`src/rtl/sync_pkg.sv`:
```
// sync_pkg: shared types and constants for the multi-channel edge synchroniser.
//   edge_mode_e      per-channel output mode (level / rise / fall / both)
//   MIN/MAX_SYNC_STAGES  legal synchroniser depth range
package sync_pkg;

    typedef enum logic [1:0] {
        MODE_LEVEL = 2'b00,
        MODE_RISE  = 2'b01,
        MODE_FALL  = 2'b10,
        MODE_BOTH  = 2'b11
    } edge_mode_e;

    localparam int unsigned MIN_SYNC_STAGES = 2;
    localparam int unsigned MAX_SYNC_STAGES = 4;

endpackage

```
`src/rtl/sync_edge_chan.sv`:
```
// sync_edge_chan: one channel of the edge synchroniser.
// Flop-chain synchroniser, optional stability filter, edge detector,
// registered event output, sticky flag and saturating event counter.
// Ports:
//   clk_fast  in   fast-domain clock
//   rst       in   synchronous active-high reset
//   din_i     in   asynchronous / slow-domain input bit
//   mode_i    in   output mode (edge_mode_e encoding)
//   clr_i     in   clear sticky flag and counter
//   evt_o     out  registered pulse, or filtered level in MODE_LEVEL
//   sticky_o  out  sticky event flag
//   cnt_o     out  saturating event count
module sync_edge_chan
    import sync_pkg::*;
#(
    parameter int unsigned SYNC_STAGES   = 2,
    parameter int unsigned FILTER_CYCLES = 0,
    parameter int unsigned CNT_W         = 8
) (
    input  logic             clk_fast,
    input  logic             rst,
    input  logic             din_i,
    input  logic [1:0]       mode_i,
    input  logic             clr_i,
    output logic             evt_o,
    output logic             sticky_o,
    output logic [CNT_W-1:0] cnt_o
);

    logic [SYNC_STAGES-1:0] sync_q;
    logic                   filt;
    logic                   fd_q;
    logic                   evt_q, evt_d;
    logic                   sticky_q, sticky_d;
    logic [CNT_W-1:0]       cnt_q, cnt_d;
    logic                   rise, fall, hit;

    always_ff @(posedge clk_fast) begin
        if (rst) begin
            sync_q <= '0;
        end else begin
            sync_q <= {sync_q[SYNC_STAGES-2:0], din_i};
        end
    end

    generate
        if (FILTER_CYCLES == 0) begin : g_bypass
            assign filt = sync_q[SYNC_STAGES-1];
        end else begin : g_filter
            localparam int unsigned FC_W = (FILTER_CYCLES > 1) ? $clog2(FILTER_CYCLES) : 1;
            logic [FC_W-1:0] fc_q;
            logic            filt_q;

            // A new synchronised value is accepted only after it has differed
            // from the held value for FILTER_CYCLES consecutive cycles.
            always_ff @(posedge clk_fast) begin
                if (rst) begin
                    fc_q   <= '0;
                    filt_q <= 1'b0;
                end else if (sync_q[SYNC_STAGES-1] == filt_q) begin
                    fc_q <= '0;
                end else if (fc_q == FC_W'(FILTER_CYCLES - 1)) begin
                    filt_q <= sync_q[SYNC_STAGES-1];
                    fc_q   <= '0;
                end else begin
                    fc_q <= fc_q + FC_W'(1);
                end
            end

            assign filt = filt_q;
        end
    endgenerate

    // Edges come only from filt/fd_q, so a mode change alone never pulses.
    always_comb begin
        rise  = filt & ~fd_q;
        fall  = ~filt & fd_q;
        evt_d = 1'b0;
        hit   = 1'b0;
        case (edge_mode_e'(mode_i))
            MODE_LEVEL: evt_d = filt;
            MODE_RISE:  begin evt_d = rise;        hit = rise;        end
            MODE_FALL:  begin evt_d = fall;        hit = fall;        end
            MODE_BOTH:  begin evt_d = rise | fall; hit = rise | fall; end
            default:    evt_d = 1'b0;
        endcase

        // A coincident event beats the clear.
        sticky_d = sticky_q;
        if (hit) begin
            sticky_d = 1'b1;
        end else if (clr_i) begin
            sticky_d = 1'b0;
        end

        cnt_d = cnt_q;
        if (clr_i) begin
            cnt_d = CNT_W'(hit);
        end else if (hit && (cnt_q != '1)) begin
            cnt_d = cnt_q + CNT_W'(1);
        end
    end

    always_ff @(posedge clk_fast) begin
        if (rst) begin
            fd_q     <= 1'b0;
            evt_q    <= 1'b0;
            sticky_q <= 1'b0;
            cnt_q    <= '0;
        end else begin
            fd_q     <= filt;
            evt_q    <= evt_d;
            sticky_q <= sticky_d;
            cnt_q    <= cnt_d;
        end
    end

    assign evt_o    = evt_q;
    assign sticky_o = sticky_q;
    assign cnt_o    = cnt_q;

endmodule

```
`src/rtl/multi_ch_edge_sync.sv`:
```
// multi_ch_edge_sync: NUM_CH independent slow-to-fast edge synchronisers.
// Ports:
//   clk_fast  in   sole clock
//   rst       in   synchronous active-high reset
//   din_i     in   [NUM_CH]        asynchronous / slow-domain inputs
//   mode_i    in   [2*NUM_CH]      per-channel mode, channel c in [2c+1:2c]
//   clr_i     in   [NUM_CH]        per-channel clear of sticky flag and counter
//   evt_o     out  [NUM_CH]        registered pulse, or level in mode 00
//   sticky_o  out  [NUM_CH]        sticky event flags
//   cnt_o     out  [NUM_CH*CNT_W]  saturating counts, channel c at [c*CNT_W +: CNT_W]
module multi_ch_edge_sync
    import sync_pkg::*;
#(
    parameter int unsigned NUM_CH        = 4,
    parameter int unsigned SYNC_STAGES   = 2,
    parameter int unsigned FILTER_CYCLES = 0,
    parameter int unsigned CNT_W         = 8
) (
    input  logic                    clk_fast,
    input  logic                    rst,
    input  logic [NUM_CH-1:0]       din_i,
    input  logic [2*NUM_CH-1:0]     mode_i,
    input  logic [NUM_CH-1:0]       clr_i,
    output logic [NUM_CH-1:0]       evt_o,
    output logic [NUM_CH-1:0]       sticky_o,
    output logic [NUM_CH*CNT_W-1:0] cnt_o
);

    generate
        if (NUM_CH < 1) begin : g_bad_num_ch
            $error("multi_ch_edge_sync: NUM_CH must be >= 1");
        end
        if ((SYNC_STAGES < MIN_SYNC_STAGES) || (SYNC_STAGES > MAX_SYNC_STAGES)) begin : g_bad_sync
            $error("multi_ch_edge_sync: SYNC_STAGES must be in 2..4");
        end
        if (CNT_W < 1) begin : g_bad_cnt_w
            $error("multi_ch_edge_sync: CNT_W must be >= 1");
        end
    endgenerate

    for (genvar c = 0; c < NUM_CH; c++) begin : g_chan
        sync_edge_chan #(
            .SYNC_STAGES  (SYNC_STAGES),
            .FILTER_CYCLES(FILTER_CYCLES),
            .CNT_W        (CNT_W)
        ) u_chan (
            .clk_fast(clk_fast),
            .rst     (rst),
            .din_i   (din_i[c]),
            .mode_i  (mode_i[2*c +: 2]),
            .clr_i   (clr_i[c]),
            .evt_o   (evt_o[c]),
            .sticky_o(sticky_o[c]),
            .cnt_o   (cnt_o[c*CNT_W +: CNT_W])
        );
    end

endmodule

```
`config.mk`:
```
export PLATFORM = sky130hd
export DESIGN_NAME = multi_ch_edge_sync
export DESIGN_NICKNAME = d
export VERILOG_FILES = /design/src/rtl/sync_pkg.sv /design/src/rtl/sync_edge_chan.sv /design/src/rtl/multi_ch_edge_sync.sv
export SDC_FILE = /design/constraint.sdc
export NUM_CORES = 1
export LEC_CHECK = 0
export BUFFER_PORTS_ARGS = -buffer_cell sky130_fd_sc_hd__buf_2
export CORE_MARGIN = 3
export CORE_UTILIZATION = 40
export CTS_CLUSTER_SIZE = 28
export DETAILED_ROUTE_END_ITERATION = 6
export MAX_ROUTING_LAYER = met4
export PLACE_DENSITY = 0.67
export SLEW_MARGIN = 10
export SYNTH_ARGS = -nofsm -noshare
export SYNTH_HDL_FRONTEND = slang
export SYNTH_HIERARCHICAL = 1
export SYNTH_SLANG_ARGS = --single-unit
export TNS_END_PERCENT = 100
```
`constraint.sdc`:
```
create_clock -name clk_fast -period 1.8 [get_ports clk_fast]
set_input_delay 0.54 -clock clk_fast [delete_from_list [all_inputs] [get_ports clk_fast]]
set_output_delay 0.54 -clock clk_fast [all_outputs]
set_load 0.01 [all_outputs]
```
; After elaboration in Yosys (flattened, before gate mapping)
; Index checks and enable logic that the tools add are counted.
; Widths: inputs -> output; s select.
[word_totals]
out_inout_bits = 40
elab_cells = 108
in_bits = 18
reg_bits = 52
[classes]
n_eq_ne = 16
n_reduce_logical = 20
bitwise_logic = 20
mux = 24
n_addsub = 4
[ops]
columns = cell, count
row1 = $add 8x1->8 const B, 4
row2 = $ne 8x8->1 const B, 4
row3 = $eq 2x2->1 const B, 8
row4 = $mux 1, 16
row5 = $pmux 1 s4, 4
row6 = $reduce_bool 2->1, 8
row7 = $pmux 1 s3, 4
row8 = $and 1x1->1, 8
row9 = $eq 2x1->1 const B, 4
row10 = $logic_not 2->1, 4
row11 = $not 1->1, 8
row12 = $reduce_or 2->1, 4
row13 = $logic_and 1x1->1, 4
row14 = $or 1x1->1, 4

; Logic depth before layout (Yosys ltp)
; Gate-level depths: netlist (run 1).
[depth]
word_depth = 7
depth_mapped = 8
ltp_nobuf = 7

; Modules after synthesis
; Netlist (run 1), hierarchy kept.
[modules_own_cells]
columns = mod, area_each_um2, cells_per_inst, n_inst, seq_area_each_um2
row1 = sync_edge_chan at g_chan[0].u_chan ..., 628.1, 71, 3, 260.2
row2 = sync_edge_chan at g_chan[2].u_chan, 619.3, 71, 1, 260.2

; Worst setup path after synthesis (run 1)
; Ideal clock, no wire load.
[synth_timing]
kind = reg-to-reg
start = register g_chan[2].u_chan.sync_q[1]
end = register g_chan[2].u_chan.cnt_q[6]
setup_ns = 0.070
path_stages_with_launch = 9
required_time_ns = 1.730
arrival_time_ns = 1.786
n_path_buf = 1
setup_slack_ns = -0.056
synth_period_minus_slack_ns = 1.856
cell_sequence = dfxtp_1 -> inv_1 -> ha_1 -> and2b_2 -> o21ai_2 -> and2_4 -> buf_6 -> or4_1 -> a21oi_1
[synth_via]
elab_chain_len = 5
elab_cells_between_ends = 6
cone_classes = mux: 1 / bitwise: 4 / reduce/logical: 1
[synth_rtl]
columns = item, line
row1 = from (decl), sync_edge_chan.sv:30  ; logic [SYNC_STAGES-1:0] sync_q;
row2 = from (signal assigned), sync_edge_chan.sv:42  ; sync_q <= {sync_q[SYNC_STAGES-2:0], din_i};
row3 = $not 1->1, sync_edge_chan.sv:77  ; fall = ~filt & fd_q;
row4 = $and 1x1->1, sync_edge_chan.sv:77
row5 = $or 1x1->1, sync_edge_chan.sv:84  ; MODE_BOTH: begin evt_d = rise | fall; hit = rise | fall; end
row6 = $pmux 1 s3 *, sync_edge_chan.sv:80  ; case (edge_mode_e'(mode_i))
row7 = $logic_and 1x1->1 *, sync_edge_chan.sv:99  ; end else if (hit && (cnt_q != '1)) begin
row8 = to (signal assigned), sync_edge_chan.sv:114  ; cnt_q <= cnt_d;
row9 = to (decl), sync_edge_chan.sv:35  ; logic [CNT_W-1:0] cnt_q, cnt_d;
; Every way passes the cells marked *; elsewhere a longest branch is shown, timed or not.
; A chain may end at the register's enable or synchronous reset.

; Worst setup path after layout (run 1)
; Ends and elaborated chain as after synthesis.

==> key figures, run 1 <==
Run status
  – Run status: completed

Die
  – Width of the chip: 85.1 µm
  – Starting Density: 41.8%
  – Number of placement rows: 28
  – Core Box Area: 5990 µm²
  – Number of placed I/O pins: 58
  – Die area: 7240 µm²
  – Vertical die dimension: 85.1 µm

Timing
  – Total setup violations reported at the end of the flow: 0
  – Final hold viol count: 0
  – Minimum clock period: 1.77 ns
  – Fmax: 566 MHz
  – Max transition margin: 75.2%
  – Total Negative Setup Slacks: 0 ns
  – Unrepaired setup endpoints after global routing: true
  – Setup clock skew after layout: 0.00922 ns
  – Share of the clock period used by the worst path after layout: 98.2%
  – Max Slew Vio Count: 0
  – Slew of the pin with the lowest slew margin: 0.372 ns

Drt
  – Antenna Nets Post-Route: 0
  – Via count of the routed design: 2311
  – Final routed wire length divided by cell count: 12.4 µm
  – Vias per std cell: 5.24
  – Iteration count of the initial detailed-routing pass: 4
  – Drt initial violations: 53
  – Number of remaining DRC errors: 0
  – Post-Route WL: 5460 µm

Global route
  – Vias in the first global route: 2173
  – Overall fraction of global-route tracks in use: 15.7%
  – Global-route wire length before repair: 9230 µm
  – Pin count of the biggest net entering global routing: 19
  – Number of antenna violations at the first check in global routing: 0
  – Grt total ovfl: 0

Min path
  – Startpoint of the most critical hold path: g_chan[0].u_chan/sync_q[0]$_SDFF_PP0_
  – Hold/Removal Path Class: flop to flop

Finish
  – Number of diodes added for antenna fixing: 0
  – Fill cell count: 571
  – Layout Area Growth over Synthesis: 27.6%
  – FF/Latch Area: 1050 µm²
  – Number of nets in the layout: 395
  – Proportion of layout cells with a drive suffix above 1: 35.2%
  – Total area of multi-input combinational cells: 1460 µm²

Setup path
  – Endpoint kind of the worst setup timing path: flop
  – Required time at the worst-slack endpoint: 2.03 ns
  – Startpoint of the worst register-to-register path: g_chan[2].u_chan/sync_q[1]$_SDFF_PP0_
  – Type of origin of the critical path: flop
  – Launch point of the critical path: g_chan[2].u_chan/sync_q[1]$_SDFF_PP0_
  – Critical path class: flop to flop
  – Crit path max fanout: 4
  – Arrival time worst endpoint: 2.00 ns

Place
  – Estimated wirelength of the detail-placed design: 4060 µm
  – Count of buffers from port buffering: 57
  – Final Wtd Congestion: 0.827

Clock network
  – Clock Latency Late Sink: 0.30 ns
  – Clock Tree Buf Depth: 2
  – Clock tree from TritonCTS: done
  – Root buf cell: clkbuf_8
  – Clock edge transition at the registers on the reported setup and hold paths: 0.09 ns
  – Clock sink count: 52
  – Maximum level of the CTS H-tree: 2
  – TritonCTS buffer count: 5

Pwr
  – Worst VDD drop: 0.000303 V
  – Post-layout power: 2.03 mW
  – Static leakage: 1.28 nW
  – Total power divided by cell area: 637 nW/µm²

Yosys
  – Area contributors post-synth: dfxtp_1, a21oi_1, ha_1, nor2_1, nand3_1
  – Top FF cell, synth: dfxtp_1
  – Post-synth top area share: 41.6%
  – Cell type with the highest aggregate area in the netlist: dfxtp_1
  – Register area share after synthesis: 41.6%
  – Register bit total from synthesis: 52
  – Fraction of registers with async set/reset: 0%
  – Instance count of the mapped netlist: 284
  – Area of the mapped netlist: 2500 µm²
  – Most used standard cells in the synthesized netlist: dfxtp_1, a21oi_1, nor2_1, nand3_1, nand2_1
  – Most instantiated library cell after synthesis: dfxtp_1
  – EDFF count, synth: 0
  – Number of warnings reported in the yosys synthesis log: 6
  – Post-synth cell types: 39
  – Syn nets: 314
  – Avg Synthesized Cell Area: 8.82 µm²

Run
  – Max-cap check violation count: 0
==> final timing paths <==
kind / end / slack, ns / depth (start not counted)
hold reg to reg: g_chan[0].u_chan/sync_q[1]$_SDFF_PP0_ / 0.44 / 1
hold / removal: g_chan[0].u_chan/sync_q[1]$_SDFF_PP0_ / 0.44 / 1
setup reg to reg: g_chan[2].u_chan/cnt_o[6]$_SDFFE_PP0P_ / 0.03 / 7
setup / recovery: g_chan[2].u_chan/cnt_o[6]$_SDFFE_PP0P_ / 0.03 / 7
==> placed cells by master, fill, tap and decap left out, types with 5 or more instances in the layout <==
cell type  count
a21oi_1       26
a21oi_2        6
and3_1         7
buf_2         57
buf_4         25
clkbuf_8       6
dfxtp_1       47
dfxtp_2        5
ha_1          10
inv_1          7
mux2i_1        6
nand2_1       13
nand3_1       16
nor2_1        26
nor2b_1       11
nor3_1         5
o21ai_1       12
or3_1         10
xnor2_1        8
==> registers in the layout, indices dropped and copies added, names as in the netlist <==
signal	cells
g_chan.u_chan/sync_q	8
g_chan.u_chan/cnt_o	32
g_chan.u_chan/evt_o	4
g_chan.u_chan/sticky_o	4
g_chan.u_chan/fd_q	4
==> cell families after synthesis <==
family / synth area share [%]
compound gates: 14.1
buf+inv: 3.60
mux: 2.40
fa+ha+maj: 6.00
simple gates: 29.5
xor+xnor: 2.80
flops: 41.6
==> cell type report <==
cell class | instances | share of cell area [%]
tap | 75 | 2.94
timing repair buffer | 82 | 14.8
clock buffer | 7 | 2.70
inverter | 8 | 0.940
multi-input combinational | 216 | 45.6
sequential | 52 | 32.8
clock inverter | 1 | 0.235
==> repair_timing <==
item | in CTS | in global routing
setup endpoints to repair | 0 | 15
hold buffers | 0 | 0
resized for setup | 0 | 24
buffers inserted | 0 | 5
==> per-layer routing <==
layer / vias up / global-route usage [%] / share of wire, %
li1: 1174 / - / -
met1: 1091 / 18.5 / 45
met2: 42 / 26.6 / 50
met3: 4 / 3.88 / 4.0
met4: 0 / 4.46 / 0.93
met5: - / - / 0
==> stage by stage <==
stage | std cells | setup WS (ns) | cell area, µm² | hold slack (ns) | util [%]
global placement | 428 | 0.0253 | 2980 | 0.420 | 49.8
finish | 441 | 0.0321 | 3190 | 0.440 | 53.3
CTS | 436 | 0.000540 | 3080 | 0.443 | 51.3
floorplan | 284 | 0.0111 | 2510 | 0.414 | -
global route | 441 | -0.0463 | 3190 | 0.449 | 53.3
detailed placement | 428 | 0.00156 | 2980 | 0.426 | 49.8
==> worst max-delay path: stages (launching register included) <==
cell,delay (ns)
dfxtp_2,0.33
inv_2,0.07
ha_4,0.19
and2b_2,0.23
o21ai_4,0.08
and2_4,0.17
or4_4,0.51
a21oi_2,0.14
==> power by group <==
part	internal, mW	total [mW]	switching, mW
Clock	0.313	0.684	0.371
Sequential	1.17	1.18	0.0101
Combinational	0.0800	0.169	0.0891
Power figures use the tool's default switching activity.
==> run 2, diff against run 1 <==
==> constraint.sdc (replaced) <==
create_clock -name clk_fast -period 1.8 [get_ports clk_fast]
set_input_delay 0.18 -clock clk_fast [delete_from_list [all_inputs] [get_ports clk_fast]]
set_output_delay 0.18 -clock clk_fast [all_outputs]
set_load 0.01 [all_outputs]
==> run 2 against run 1 <==
Sequential share of layout area grew 0.52 points. Final cell count decreased by 2.0%. Die area stayed put. Sequential power about the same. Clock-buffer cell count is the same. First-iteration DRC count is 7.5% higher. Final area is 1.9% lower. Critical path type unchanged. Highest routed layer unchanged.
==> key figures, run 2 (same netlist as run 1, synthesis figures left out) <==
Timing
  – Total setup violations reported at the end of the flow: 0 (unchanged)
  – Share of the clock period used by the worst path after layout: 98.6% (+0.39 points)
  – Slew of the pin with the lowest slew margin: 0.462 ns (+0.0895 ns)
  – Total Negative Setup Slacks: 0 ns (unchanged)
  – Final worst hold slack: 0.0873 ns (-0.353 ns)
  – Fmax: 563 MHz (-0.40%)
  – Final hold viol count: 0 (unchanged)
  – Setup clock skew after layout: 0.00785 ns (-0.00137 ns)
  – Unrepaired setup endpoints after global routing: true
  – Minimum clock period: 1.77 ns (+0.00702 ns)
  – Max Slew Vio Count: 0 (unchanged)
  – Max transition margin: 69.2% (-6.0 points)

Clock network
  – Clock sink count: 52 (unchanged)
  – Clock Tree Buf Depth: 2 (unchanged)
  – Clock tree from TritonCTS: done
  – TritonCTS buffer count: 5 (unchanged)
  – Maximum level of the CTS H-tree: 2 (unchanged)
  – Clock edge transition at the registers on the reported setup and hold paths: 0.09 ns (about the same)
  – Clock Latency Late Sink: 0.30 ns (about the same)
  – Hold-fix buffers at CTS: 0 (unchanged)
  – Root buf cell: clkbuf_8

Pwr
  – Worst VDD drop: 0.000358 V (+18%)
  – Register share of total power: 53.5% (-4.6 points)
  – Static leakage: 1.27 nW (-1.1%)
  – Total power divided by cell area: 704 nW/µm² (+11%)
  – Reported net switching power: 0.473 mW (+0.70%)
  – Internal Dissipation: 1.73 mW (+11%)
  – Power share of the clock group: 39.4% (+5.8 points)
  – Part of the power in combinational logic: 7.2% (-1.1 points)
  – Sw frac: 21.4% (-1.7 points)

Drt
  – Drt initial violations: 57 (+7.5%)
  – Number of remaining DRC errors: 0 (unchanged)
  – Final routed wire length divided by cell count: 12.0 µm (-2.9%)
  – Iteration count of the initial detailed-routing pass: 4 (unchanged)
  – Antenna Nets Post-Route: 0 (unchanged)
  – Via count of the routed design: 2199 (-4.8%)
  – Vias per std cell: 5.09 (-2.9%)
  – Post-Route WL: 5190 µm (-4.9%)

Global route
  – Grt total ovfl: 0 (unchanged)
  – Overall fraction of global-route tracks in use: 14.8% (-0.92 points)
  – Pin count of the biggest net entering global routing: 27 (+8)
  – Number of antenna violations at the first check in global routing: 0 (unchanged)
  – Vias in the first global route: 1969 (-9.4%)
  – Global-route wire length before repair: 8670 µm (-6.1%)

Run status
  – Run status: completed

Setup path
  – Crit path max fanout: 5 (+1)
  – Required time at the worst-slack endpoint: 2.04 ns (about the same)
  – Reg-to-reg endpoint: g_chan[2].u_chan/cnt_o[6]$_SDFFE_PP0P_
  – Arrival time worst endpoint: 2.01 ns (about the same)
  – Type of origin of the critical path: flop
  – Critical path class: flop to flop
  – Endpoint kind of the worst setup timing path: flop
  – Internal reg-to-reg setup slack: 0.03 ns (about the same)
  – Startpoint of the worst register-to-register path: g_chan[2].u_chan/sync_q[1]$_SDFF_PP0_
  – R2R depth: 7 (unchanged)

Finish
  – Most common library cell in the layout ignoring fill and taps: buf_2
  – Most frequent cells in the layout: buf_2, dfxtp_1, a21oi_1, nor2_1
  – Fill cell count: 558 (-2.3%)
  – Proportion of layout cells with a drive suffix above 1: 31.1% (-4.2 points)
  – Number of nets in the layout: 386 (-2.3%)
  – Finished Core Util: 52.3% (-1.0 points)
  – Max reg flops: 32 (unchanged)
  – Final std cells w/o fill: 432 (-2.0%)
  – Layout Area Growth over Synthesis: 25.1%
  – Number of diodes added for antenna fixing: 0 (unchanged)

Die
  – Width of the chip: 85.1 µm (unchanged)
  – Starting Density: 41.8% (unchanged)
  – Core Box Area: 5990 µm² (unchanged)
  – Die area: 7240 µm² (unchanged)
  – Number of placed I/O pins: 58 (unchanged)
  – Number of placement rows: 28 (unchanged)
  – Vertical die dimension: 85.1 µm (unchanged)

Min path
  – Hold Path Depth: 2 (+1)
  – Startpoint of the most critical hold path: din_i[3]
  – Hold/Removal Path Class: primary input to flop
  – End point of the most critical hold path: g_chan[3].u_chan/sync_q[0]$_SDFF_PP0_

Run
  – Max-cap check violation count: 0 (unchanged)

Place
  – Placed cell count: 419 (-2.1%)
  – Count of buffers from port buffering: 57 (unchanged)
  – Final Wtd Congestion: 0.829 (+0.17%)
  – Estimated wirelength of the detail-placed design: 3820 µm (-5.7%)
run 2: worst max-delay path by stage:
stage | from | to | slack (ns) | cells past startpoint
finish | g_chan[2].u_chan/sync_q[1]$_SDFF_PP0_ | g_chan[2].u_chan/cnt_o[6]$_SDFFE_PP0P_ | 0.03 | 7
CTS | g_chan[2].u_chan/sync_q[1]$_SDFF_PP0_ | g_chan[2].u_chan/cnt_o[6]$_SDFFE_PP0P_ | 0.007 | 7
global placement | g_chan[3].u_chan/sync_q[1]$_SDFF_PP0_ | g_chan[3].u_chan/cnt_o[0]$_SDFFE_PP0P_ | 0.05 | 7
global route | g_chan[1].u_chan/sync_q[1]$_SDFF_PP0_ | g_chan[1].u_chan/cnt_o[3]$_SDFFE_PP0P_ | -0.02 | 8
detailed placement | g_chan[3].u_chan/sync_q[1]$_SDFF_PP0_ | g_chan[3].u_chan/cnt_o[0]$_SDFFE_PP0P_ | -0.002 | 7
floorplan | g_chan[2].u_chan/sync_q[1]$_SDFF_PP0_ | g_chan[2].u_chan/cnt_o[6]$_SDFFE_PP0P_ | 0.01 | 8
run 2: what timing repair did:
| action | 4_1_cts | 5_1_grt |
|---|---|---|
| resized for setup | 3 | 13 |
| pin swaps | 1 | 6 |
| buffers inserted | 3 | 2 |
| setup endpoints to repair | 2 | 14 |
run 2: metal layers:
| metal | up-vias | track usage (%) | part of all wire [%] | wire, µm |
|---|---|---|---|---|
| met3 | 5 | 4.56 | 5.3 | 275 |
| met2 | 47 | 23.2 | 46 | 2380 |
| met5 | - | - | 0 | 0 |
| met1 | 998 | 18.2 | 48 | 2480 |
| li1 | 1149 | - | - | - |
| met4 | 0 | 4.60 | 1.0 | 52 |
run 2: final cells by class:
class                      count  area (µm²)  share of cell area, %
multi-input combinational    216        1430                   45.8
inverter                       8        30.0                  0.958
sequential                    52        1040                   33.3
clock buffer                   7        96.3                   3.08
tap                           75        93.8                   3.00
timing repair buffer          73         405                   12.9
clock inverter                 1        30.0                  0.958
run 2: worst max-delay path: stages (launching register included):
cell,delay [ns]
dfxtp_2,0.34
inv_2,0.04
ha_1,0.27
and2b_2,0.23
o21ai_4,0.07
and2_4,0.16
or4_4,0.48
a21oi_2,0.13
run 2: power groups by stage:
stage / sequential, mW / combinational [mW] / clock, mW
2_1_floorplan: 1.21 / 0.0795 / 0
3_3_place_gp: 1.21 / 0.141 / 0
3_5_place_dp: 1.21 / 0.144 / 0
4_1_cts: 1.18 / 0.151 / 0.912
5_1_grt: 1.18 / 0.177 / 0.958
6_report: 1.18 / 0.158 / 0.869
run 2: through the flow:
| stage | worst slack, ns | instance area (µm²) | power (mW) |
|---|---|---|---|
| detailed placement | -0.00201 | 2910 | 1.35 |
| finish | 0.0251 | 3130 | 2.21 |
| global route | -0.0237 | 3130 | 2.32 |
| global placement | 0.0529 | 2910 | 1.35 |
| floorplan | 0.0111 | 2510 | 1.29 |
| CTS | 0.00689 | 3070 | 2.24 |
